`src/rtl/pkt_rx_credit_proc.sv`:
```
// pkt_rx_credit_proc
//   Receive-side buffer for a credit-based link. Incoming beats are checked
//   for parity, optionally dropped when bad, and queued in a DEPTH-entry FIFO.
//   One credit is returned upstream for every buffer slot freed, either by a
//   downstream pop or by a dropped bad beat. At most one credit goes out per
//   cycle.
//
// Ports
//   clk, rst    clock and synchronous active-high reset
//   rx_valid    upstream beat valid (the sender holds a credit)
//   rx_data     upstream payload, DATA_W bits
//   rx_par      upstream parity bit
//   credit      one-cycle pulse that returns one credit upstream
//   out_valid   the buffer holds at least one beat
//   out_ready   downstream accepts the head beat
//   out_data    head-of-buffer payload (don't-care while out_valid=0)
//   err         one-cycle pulse, one cycle after a parity failure
//   err_cnt     saturating count of parity failures
//   ovf         sticky flag: a beat arrived while the buffer was full
//   clr         clears err_cnt and ovf

module pkt_rx_credit_proc #(
  parameter int DATA_W   = 64,
  parameter int DEPTH    = 8,
  parameter int DROP_ERR = 1,
  parameter int ODD_PAR  = 0
) (
  input  logic              clk,
  input  logic              rst,
  input  logic              rx_valid,
  input  logic [DATA_W-1:0] rx_data,
  input  logic              rx_par,
  output logic              credit,
  output logic              out_valid,
  input  logic              out_ready,
  output logic [DATA_W-1:0] out_data,
  output logic              err,
  output logic [15:0]       err_cnt,
  output logic              ovf,
  input  logic              clr
);

  localparam int PTR_W  = (DEPTH > 1) ? $clog2(DEPTH) : 1;
  localparam int CNT_W  = $clog2(DEPTH + 1);
  // Room for the pending count plus two increments in the same cycle.
  localparam int PEND_W = $clog2(DEPTH + 3);
  localparam logic [CNT_W-1:0]  FULL_CNT = CNT_W'(DEPTH);
  localparam logic [PEND_W-1:0] PEND_MAX = PEND_W'(DEPTH);

  // Parity failure over {data, parity}; the expected reduction is ODD_PAR.
  function automatic logic par_fail(input logic [DATA_W-1:0] d, input logic p);
    return (^{d, p}) != (ODD_PAR != 0);
  endfunction

  logic [DATA_W-1:0] mem_q [DEPTH];
  logic [PTR_W-1:0]  wr_ptr_q, wr_ptr_d;
  logic [PTR_W-1:0]  rd_ptr_q, rd_ptr_d;
  logic [CNT_W-1:0]  cnt_q, cnt_d;
  logic [PEND_W-1:0] pend_q, pend_d;
  logic [PEND_W-1:0] pend_tot_s;
  logic              credit_q, credit_d;
  logic              err_q, err_d;
  logic [15:0]       err_cnt_q, err_cnt_d;
  logic              ovf_q, ovf_d;

  logic fail_s, pop_s, ovf_beat_s, drop_s, push_s;

  // Beat classification: overflow wins over drop, so a beat that finds the
  // buffer full never earns a credit, even when its parity is bad.
  always_comb begin
    fail_s     = rx_valid && par_fail(rx_data, rx_par);
    pop_s      = (cnt_q != {CNT_W{1'b0}}) && out_ready;
    ovf_beat_s = rx_valid && (cnt_q == FULL_CNT) && !pop_s;
    drop_s     = rx_valid && !ovf_beat_s && fail_s && (DROP_ERR != 0);
    push_s     = rx_valid && !ovf_beat_s && !drop_s;
  end

  // Next-state for FIFO bookkeeping, credit return and error status.
  always_comb begin
    wr_ptr_d  = wr_ptr_q;
    rd_ptr_d  = rd_ptr_q;
    cnt_d     = cnt_q;
    pend_d    = pend_q;
    credit_d  = 1'b0;
    err_d     = fail_s;
    err_cnt_d = err_cnt_q;
    ovf_d     = ovf_q;

    if (push_s) begin
      wr_ptr_d = wr_ptr_q + PTR_W'(1);
    end else begin
      wr_ptr_d = wr_ptr_q;
    end
    if (pop_s) begin
      rd_ptr_d = rd_ptr_q + PTR_W'(1);
    end else begin
      rd_ptr_d = rd_ptr_q;
    end

    case ({push_s, pop_s})
      2'b10:   cnt_d = cnt_q + CNT_W'(1);
      2'b01:   cnt_d = cnt_q - CNT_W'(1);
      default: cnt_d = cnt_q;
    endcase

    // Freed slots are netted against this cycle's outgoing credit so the
    // pulse lands one cycle after the pop or drop that caused it.
    pend_tot_s = pend_q + PEND_W'(pop_s) + PEND_W'(drop_s);
    credit_d   = (pend_tot_s != {PEND_W{1'b0}});
    if (credit_d) begin
      pend_d = pend_tot_s - PEND_W'(1);
    end else begin
      pend_d = pend_tot_s;
    end
    if (pend_d > PEND_MAX) begin
      pend_d = PEND_MAX;
    end else begin
      pend_d = pend_d;
    end

    // A failure in the clearing cycle is still counted.
    if (clr) begin
      err_cnt_d = fail_s ? 16'h0001 : 16'h0000;
    end else if (fail_s && (err_cnt_q != 16'hFFFF)) begin
      err_cnt_d = err_cnt_q + 16'h0001;
    end else begin
      err_cnt_d = err_cnt_q;
    end

    if (clr) begin
      ovf_d = ovf_beat_s;
    end else begin
      ovf_d = ovf_q | ovf_beat_s;
    end
  end

  // Control state registers; reset discards buffered beats and pending credits.
  always_ff @(posedge clk) begin
    if (rst) begin
      wr_ptr_q  <= {PTR_W{1'b0}};
      rd_ptr_q  <= {PTR_W{1'b0}};
      cnt_q     <= {CNT_W{1'b0}};
      pend_q    <= {PEND_W{1'b0}};
      credit_q  <= 1'b0;
      err_q     <= 1'b0;
      err_cnt_q <= 16'h0000;
      ovf_q     <= 1'b0;
    end else begin
      wr_ptr_q  <= wr_ptr_d;
      rd_ptr_q  <= rd_ptr_d;
      cnt_q     <= cnt_d;
      pend_q    <= pend_d;
      credit_q  <= credit_d;
      err_q     <= err_d;
      err_cnt_q <= err_cnt_d;
      ovf_q     <= ovf_d;
    end
  end

  // Buffer storage; contents are meaningless until written, so no reset.
  always_ff @(posedge clk) begin
    if (push_s) begin
      mem_q[wr_ptr_q] <= rx_data;
    end
  end

  assign out_valid = (cnt_q != {CNT_W{1'b0}});
  assign out_data  = mem_q[rd_ptr_q];
  assign credit    = credit_q;
  assign err       = err_q;
  assign err_cnt   = err_cnt_q;
  assign ovf       = ovf_q;

  pkt_rx_credit_chk #(
    .PEND_W (PEND_W),
    .DEPTH  (DEPTH)
  ) u_chk (
    .clk_i      (clk),
    .rst_i      (rst),
    .pend_tot_i (pend_tot_s),
    .credit_i   (credit_d)
  );

endmodule

// pkt_rx_credit_chk
//   Flags any cycle where the pending-credit count would exceed DEPTH.
// Ports
//   clk_i, rst_i  clock and synchronous reset
//   pend_tot_i    pending credits plus this cycle's increments
//   credit_i      credit being issued this cycle
module pkt_rx_credit_chk #(
  parameter int PEND_W = 4,
  parameter int DEPTH  = 8
) (
  input logic              clk_i,
  input logic              rst_i,
  input logic [PEND_W-1:0] pend_tot_i,
  input logic              credit_i
);

  logic [PEND_W-1:0] net_s;

  assign net_s = pend_tot_i - PEND_W'(credit_i);

  a_pend_bound: assert property (@(posedge clk_i) disable iff (rst_i)
    net_s <= PEND_W'(DEPTH));

endmodule

```
`config.mk`:
```
export PLATFORM = sky130hd
export DESIGN_NAME = pkt_rx_credit_proc
export DESIGN_NICKNAME = d
export VERILOG_FILES = /design/src/rtl/pkt_rx_credit_proc.sv
export SDC_FILE = /design/constraint.sdc
export NUM_CORES = 1
export LEC_CHECK = 0
export CORE_ASPECT_RATIO = 1.5
export CORE_MARGIN = 5
export CORE_UTILIZATION = 28
export DETAILED_ROUTE_END_ITERATION = 8
export PLACE_DENSITY = 0.4
export SYNTH_ARGS = -nofsm -noshare
export SYNTH_HDL_FRONTEND = slang
export SYNTH_HIERARCHICAL = 1
export SYNTH_SLANG_ARGS = --single-unit
```
`constraint.sdc`:
```
create_clock -name clk -period 17.66 [get_ports clk]
set_input_delay 1.766 -clock clk [delete_from_list [all_inputs] [get_ports clk]]
set_output_delay 1.766 -clock clk [all_outputs]
set_load 0.005 [all_outputs]
```
### Yosys cells after proc, flatten, opt, wreduce, memory -nomap -nowiden

Memory sizes are Yosys's and may differ from the RTL's. A register that Yosys moved wholly into a read port is not among the register bits.
Cells that the tools add are included.

* add/subtract/negate cells: 8
* magnitude comparators: 1
* equal/unequal tests: 4
* muxes and demuxes: 11
* bitwise logic cells: 1
* reduce and logical (&&, ||, !) cells: 17

Operator list (number)
* $reduce_xor 65->1: 1
* $mux 16: 2
* $add 16x1->16 const B: 1
* $ne 16x16->1 const B: 1
* $add 4x1->4: 2
* $logic_and 1x1->1: 8
* $mux 4: 2
* $pmux 4 s2: 1
* $reduce_bool 4->1: 2
* $sub 4x1->4 const B: 2
* $add 3x1->3 const B: 2
* $mux 3: 2
* $add 4x1->4 const B: 1
* $eq 4x4->1 const B: 1
* $gt 4x4->1 const B: 1
* $mux 1: 4
* $reduce_bool 2->1: 2
* $logic_not 1->1: 3
* $eq 2x1->1 const B: 1
* $eq 2x2->1 const B: 1
* $reduce_or 2->1: 1
* $or 1x1->1: 1

* flip-flop bits (word level): 33
* bits in writable memories: 512
* word-level logic and storage cells: 52
* memories kept: 1

Memories
* mem_q: words 8, bits a word 64, rd ports 1, clocked after memory_dff 1, wr ports 1, RTL line 55 `logic [DATA_W-1:0] mem_q [DEPTH];`

### Depth between registers and ports, before layout

* depth after elaboration: 12
* gate-level depth with buffers: 18

### Worst setup path before layout

OpenSTA, ideal clock, no wires.

* path type: in2reg
* start: input rx_data[61]
* end: memory mem_q[4][0] (enable)
* library setup time: 0.667 ns
* arrival: 10.129 ns
* data required time: 16.993 ns
* slack: 6.864 ns
* stages on the path: 10
* cells stage by stage: xor2_1 xnor2_1 xnor2_1 xnor2_1 xnor3_2 xor2_2 buf_6 buf_4 nand2_2 nor4b_1

* longest elaborated chain between the ends: 7

Ends and longest elaborated chain
* from (decl): RTL line 31 `input logic [DATA_W-1:0] rx_data,`
* $reduce_xor 65->1: RTL line 52 `return (^{d, p}) != (ODD_PAR != 0);`
* $logic_and 1x1->1: RTL line 71 `fail_s = rx_valid && par_fail(rx_data, rx_par);`
* $logic_and 1x1->1: RTL line 74 `drop_s = rx_valid && !ovf_beat_s && fail_s && (DROP_ERR != 0);`
* $logic_not 1->1: RTL line 75 `push_s = rx_valid && !ovf_beat_s && !drop_s;`
* $logic_and 1x1->1: RTL line 75
* $mux 1: RTL line 162 `if (push_s) begin`
* $mux 1 (implied by the code): RTL line 163 `mem_q[wr_ptr_q] <= rx_data;`
* to (decl): RTL line 55

Every way passes these cells.

### Final worst setup path

* start: input rx_data[47]
* end: memory mem_q[0][47] (enable)

Same word-level chain as after synthesis.

==> out/results.tsv <==
metric	value	unit
WL final	53.0	mm
Worst Hold Class	flip-flop to flip-flop	
# hold bufs at CTS	0	
die area	0.0827	mm^2
max_cap viols	0	
Clock H-tree levels	2	
cell area after layout	0.0261	mm^2
P per Cell Area	160	mW/mm^2
Setup Skew	0.0124	ns
worst-path fanout max	39	
Post-synth EDFFs	512	
Buf+Inv Stages, Crit Path	4	
Worst EP required	17.89	ns
peak supply drop	0.120	mV
initial core utilization	0.282	
Final Max Tran Viols	0	
r2r endpoint	mem_q[0][47]	
Horiz. Die Dim	236	um
vias in the first global route	11437	
routability-driven placement congestion ratio	0.723	
HPWL after DPL	30.2	mm
leading area contributor after synthesis	edfxtp_1	
fin crit period	6.22	ns
Startpoint Class	input pin	
root buffer cell	clkbuf_16	
DRC	0	
CTS Buf Count	56	
Top cell by count, worst path	xnor2_1	
share of Yosys cell area claimed by the top area cell type	0.714	
overflow left after global routing	0	
Crit path max-delay family	buffers and inverters	
Final Setup Violations	0	
Post-Synthesis Cells	1025	
#FFs+latches synth	548	
Ports	154	
P_leak	7.82	nW
slowest stage delay, CP	0.73	ns
Arrival @ worst endpoint	6.45	ns
outcome	completed	
initial antenna violation count	6	
FF-to-FF setup slack	14.69	ns
Final nets	1294	
Initial DRT Pass Iterations	4	
instance area after placement	0.0244	mm^2
postcts setup bufs	0	
clock transition at the registers of the reported paths	0.06	ns
crit path kind	input pin to flip-flop	
Post-synth ARST share	0	
Via density	4.59	
crit-path cells	clkdlybuf4s50_1 > xnor2_1 > xnor2_1 > xnor2_1 > xnor2_1 > xnor3_2 > xor2_2 > buf_4 > nand2_2 > nor4_2 > buf_4 > buf_4	
Final Core Density	0.341	
Placeable Area	0.0763	mm^2
Row Count	124	
Antenna Nets Post-Route	0	
RSZ-0062 raised after global routing	false	
gr usage total	0.127	
largest net degree at the start of global routing	51	
Slowest-stage cell, CP	buf_4	
first-pass GRT wire length	78.3	mm
leading cell types in the layout, fill and taps excluded	edfxtp_1 (512), clkdlybuf4s50_1 (153), mux4_2 (128), mux2_2 (64), xnor2_1 (59)	
unique cell type count in the Yosys netlist	40	
# fillers	7276	
Fmax	161	MHz
Buffers on Ports	153	
hold_sp	rd_ptr_q[1]	
Layout area overhead	21.0	%
CTS tree	done	
relative slew slack	0.365	
most common cell after layout, fill and taps aside	edfxtp_1	
syn nets	1105	
final hold vios	0	
Post-CTS Resized	0	
Netlist Area Pre-Place	0.0215	mm^2
register area share after synthesis	0.747	
hold path cells	2	
Synth Flop Type	edfxtp_1	
top cells by area, synth	edfxtp_1 (71%), mux4_2 (13%), dfxtp_1 (3.3%), mux2_2 (3.3%), xnor2_1 (2.4%)	
routed length per instance	23.4	um
Ys Warns	6	
Reg2Reg Launch Point	cnt_q[0]	
Die Y	350	um
worst r2r path cells	7	
clk_lat worst skew	0.61	ns
period utilization	0.352	
Avg Inst Size Synth	21.0	um^2
Worst-Margin Slew	0.953	ns
via count of the routed design	10423	
Clock Sinks	548	
setup TNS	0	ns
initial DRC count	524	
share of layout cells above drive strength 1	0.238	
Clock Path Buffers	3	
endpoint class of the critical path	flip-flop	
-- cells in the mapped netlist (2+ instances only) --
| cell type | n |
|---|---|
| nand2b_1 | 3 |
| nor2_1 | 17 |
| nor4b_1 | 3 |
| clkbuf_1 | 28 |
| or3_1 | 3 |
| a21o_1 | 2 |
| inv_1 | 12 |
| ha_1 | 8 |
| nand2_1 | 18 |
| fa_1 | 2 |
| nor3_1 | 5 |
| mux2_2 | 64 |
| and2_1 | 3 |
| nand3_1 | 10 |
| o21ai_0 | 8 |
| xor2_1 | 12 |
| and3_1 | 4 |
| a21oi_1 | 26 |
| o31ai_1 | 14 |
| nand4_1 | 2 |
| xnor2_1 | 59 |
| nor4_1 | 5 |
| or4_1 | 14 |
| buf_1 | 14 |
| mux4_2 | 128 |
| edfxtp_1 | 512 |
| dfxtp_1 | 36 |
-- cell type report --
| cell class | count | area (um^2) | share of cell area |
|---|---|---|---|
| Antenna cell | 2 | 5.00 | 0.000192 |
| Clock buffer | 78 | 1500 | 0.0577 |
| Clock inverter | 27 | 164 | 0.00629 |
| Inverter | 12 | 45.0 | 0.00173 |
| Multi-Input combinational cell | 420 | 5270 | 0.202 |
| Sequential cell | 548 | 16100 | 0.618 |
| Tap cell | 1008 | 1260 | 0.0484 |
| Timing Repair Buffer | 176 | 1700 | 0.0654 |
-- worst max-delay path by stage --
stage | startpoint | endpoint | slack [ns] | depth (start not counted)
6_report | rx_data[47] | mem_q[0][47] | 11.44 | 12
5_1_grt | rx_data[47] | mem_q[0][55] | 11.12 | 12
4_1_cts | rx_data[47] | mem_q[0][12] | 11.16 | 12
3_5_place_dp | rx_data[47] | mem_q[0][54] | 10.52 | 12
3_3_place_gp | rx_data[47] | mem_q[0][46] | 10.55 | 12
2_1_floorplan | rx_data[61] | mem_q[4][0] | 6.86 | 10
-- worst reg2reg max path, delay by kind of cell (launching register included) --
| family | cells | cell delay, ns |
|---|---|---|
| DFF | 1 | 0.39 |
| and+or+nand+nor | 5 | 0.92 |
| buffers and inverters | 2 | 1.22 |
-- flip-flops by register name (all words and copies together) (netlist names), named ones only --
signal	cells
cnt_q	4
credit	1
err	1
err_cnt	16
mem_q	512
ovf	1
pend_q	4
rd_ptr_q	3
wr_ptr_q	3
-- kinds of logic after synthesis --
family | Yosys count | synth area share
AOI/OAI and AO/OA | 53 | 0.0146
buffers and inverters | 57 | 0.0105
DFF | 548 | 0.747
muxes | 192 | 0.167
and+or+nand+nor | 92 | 0.0231
adders and majority gates | 10 | 0.00651
xor gates and xnor gates | 73 | 0.0307
-- power by group --
group          leakage [nW]  internal [mW]  switching [mW]  total, mW
Sequential             4.92           1.63          0.0557       1.68
Clock                 0.809          0.607           0.488       1.10
Combinational          2.09          0.666           0.728       1.39
Total                  7.82           2.90            1.27       4.17
-- layer usage --
metal	share of wire	wire, um	global-route usage
met1	0.42	22300	0.160
met2	0.51	26900	0.218
met3	0.053	2830	0.0340
met4	0.018	966	0.0295
met5	0.0011	57	0
-- metrics by stage --
stage	setup WS [ns]	power [mW]	hold slack (ns)	cells
4_1_cts	11.16	4.28	0.480	2269
3_3_place_gp	10.55	3.15	0.458	2164
5_1_grt	11.12	4.42	0.513	2269
3_5_place_dp	10.52	3.16	0.471	2164
6_report	11.44	4.17	0.475	2271
2_1_floorplan	6.86	2.57	0.454	1025
(Power assumes the default switching activity.)
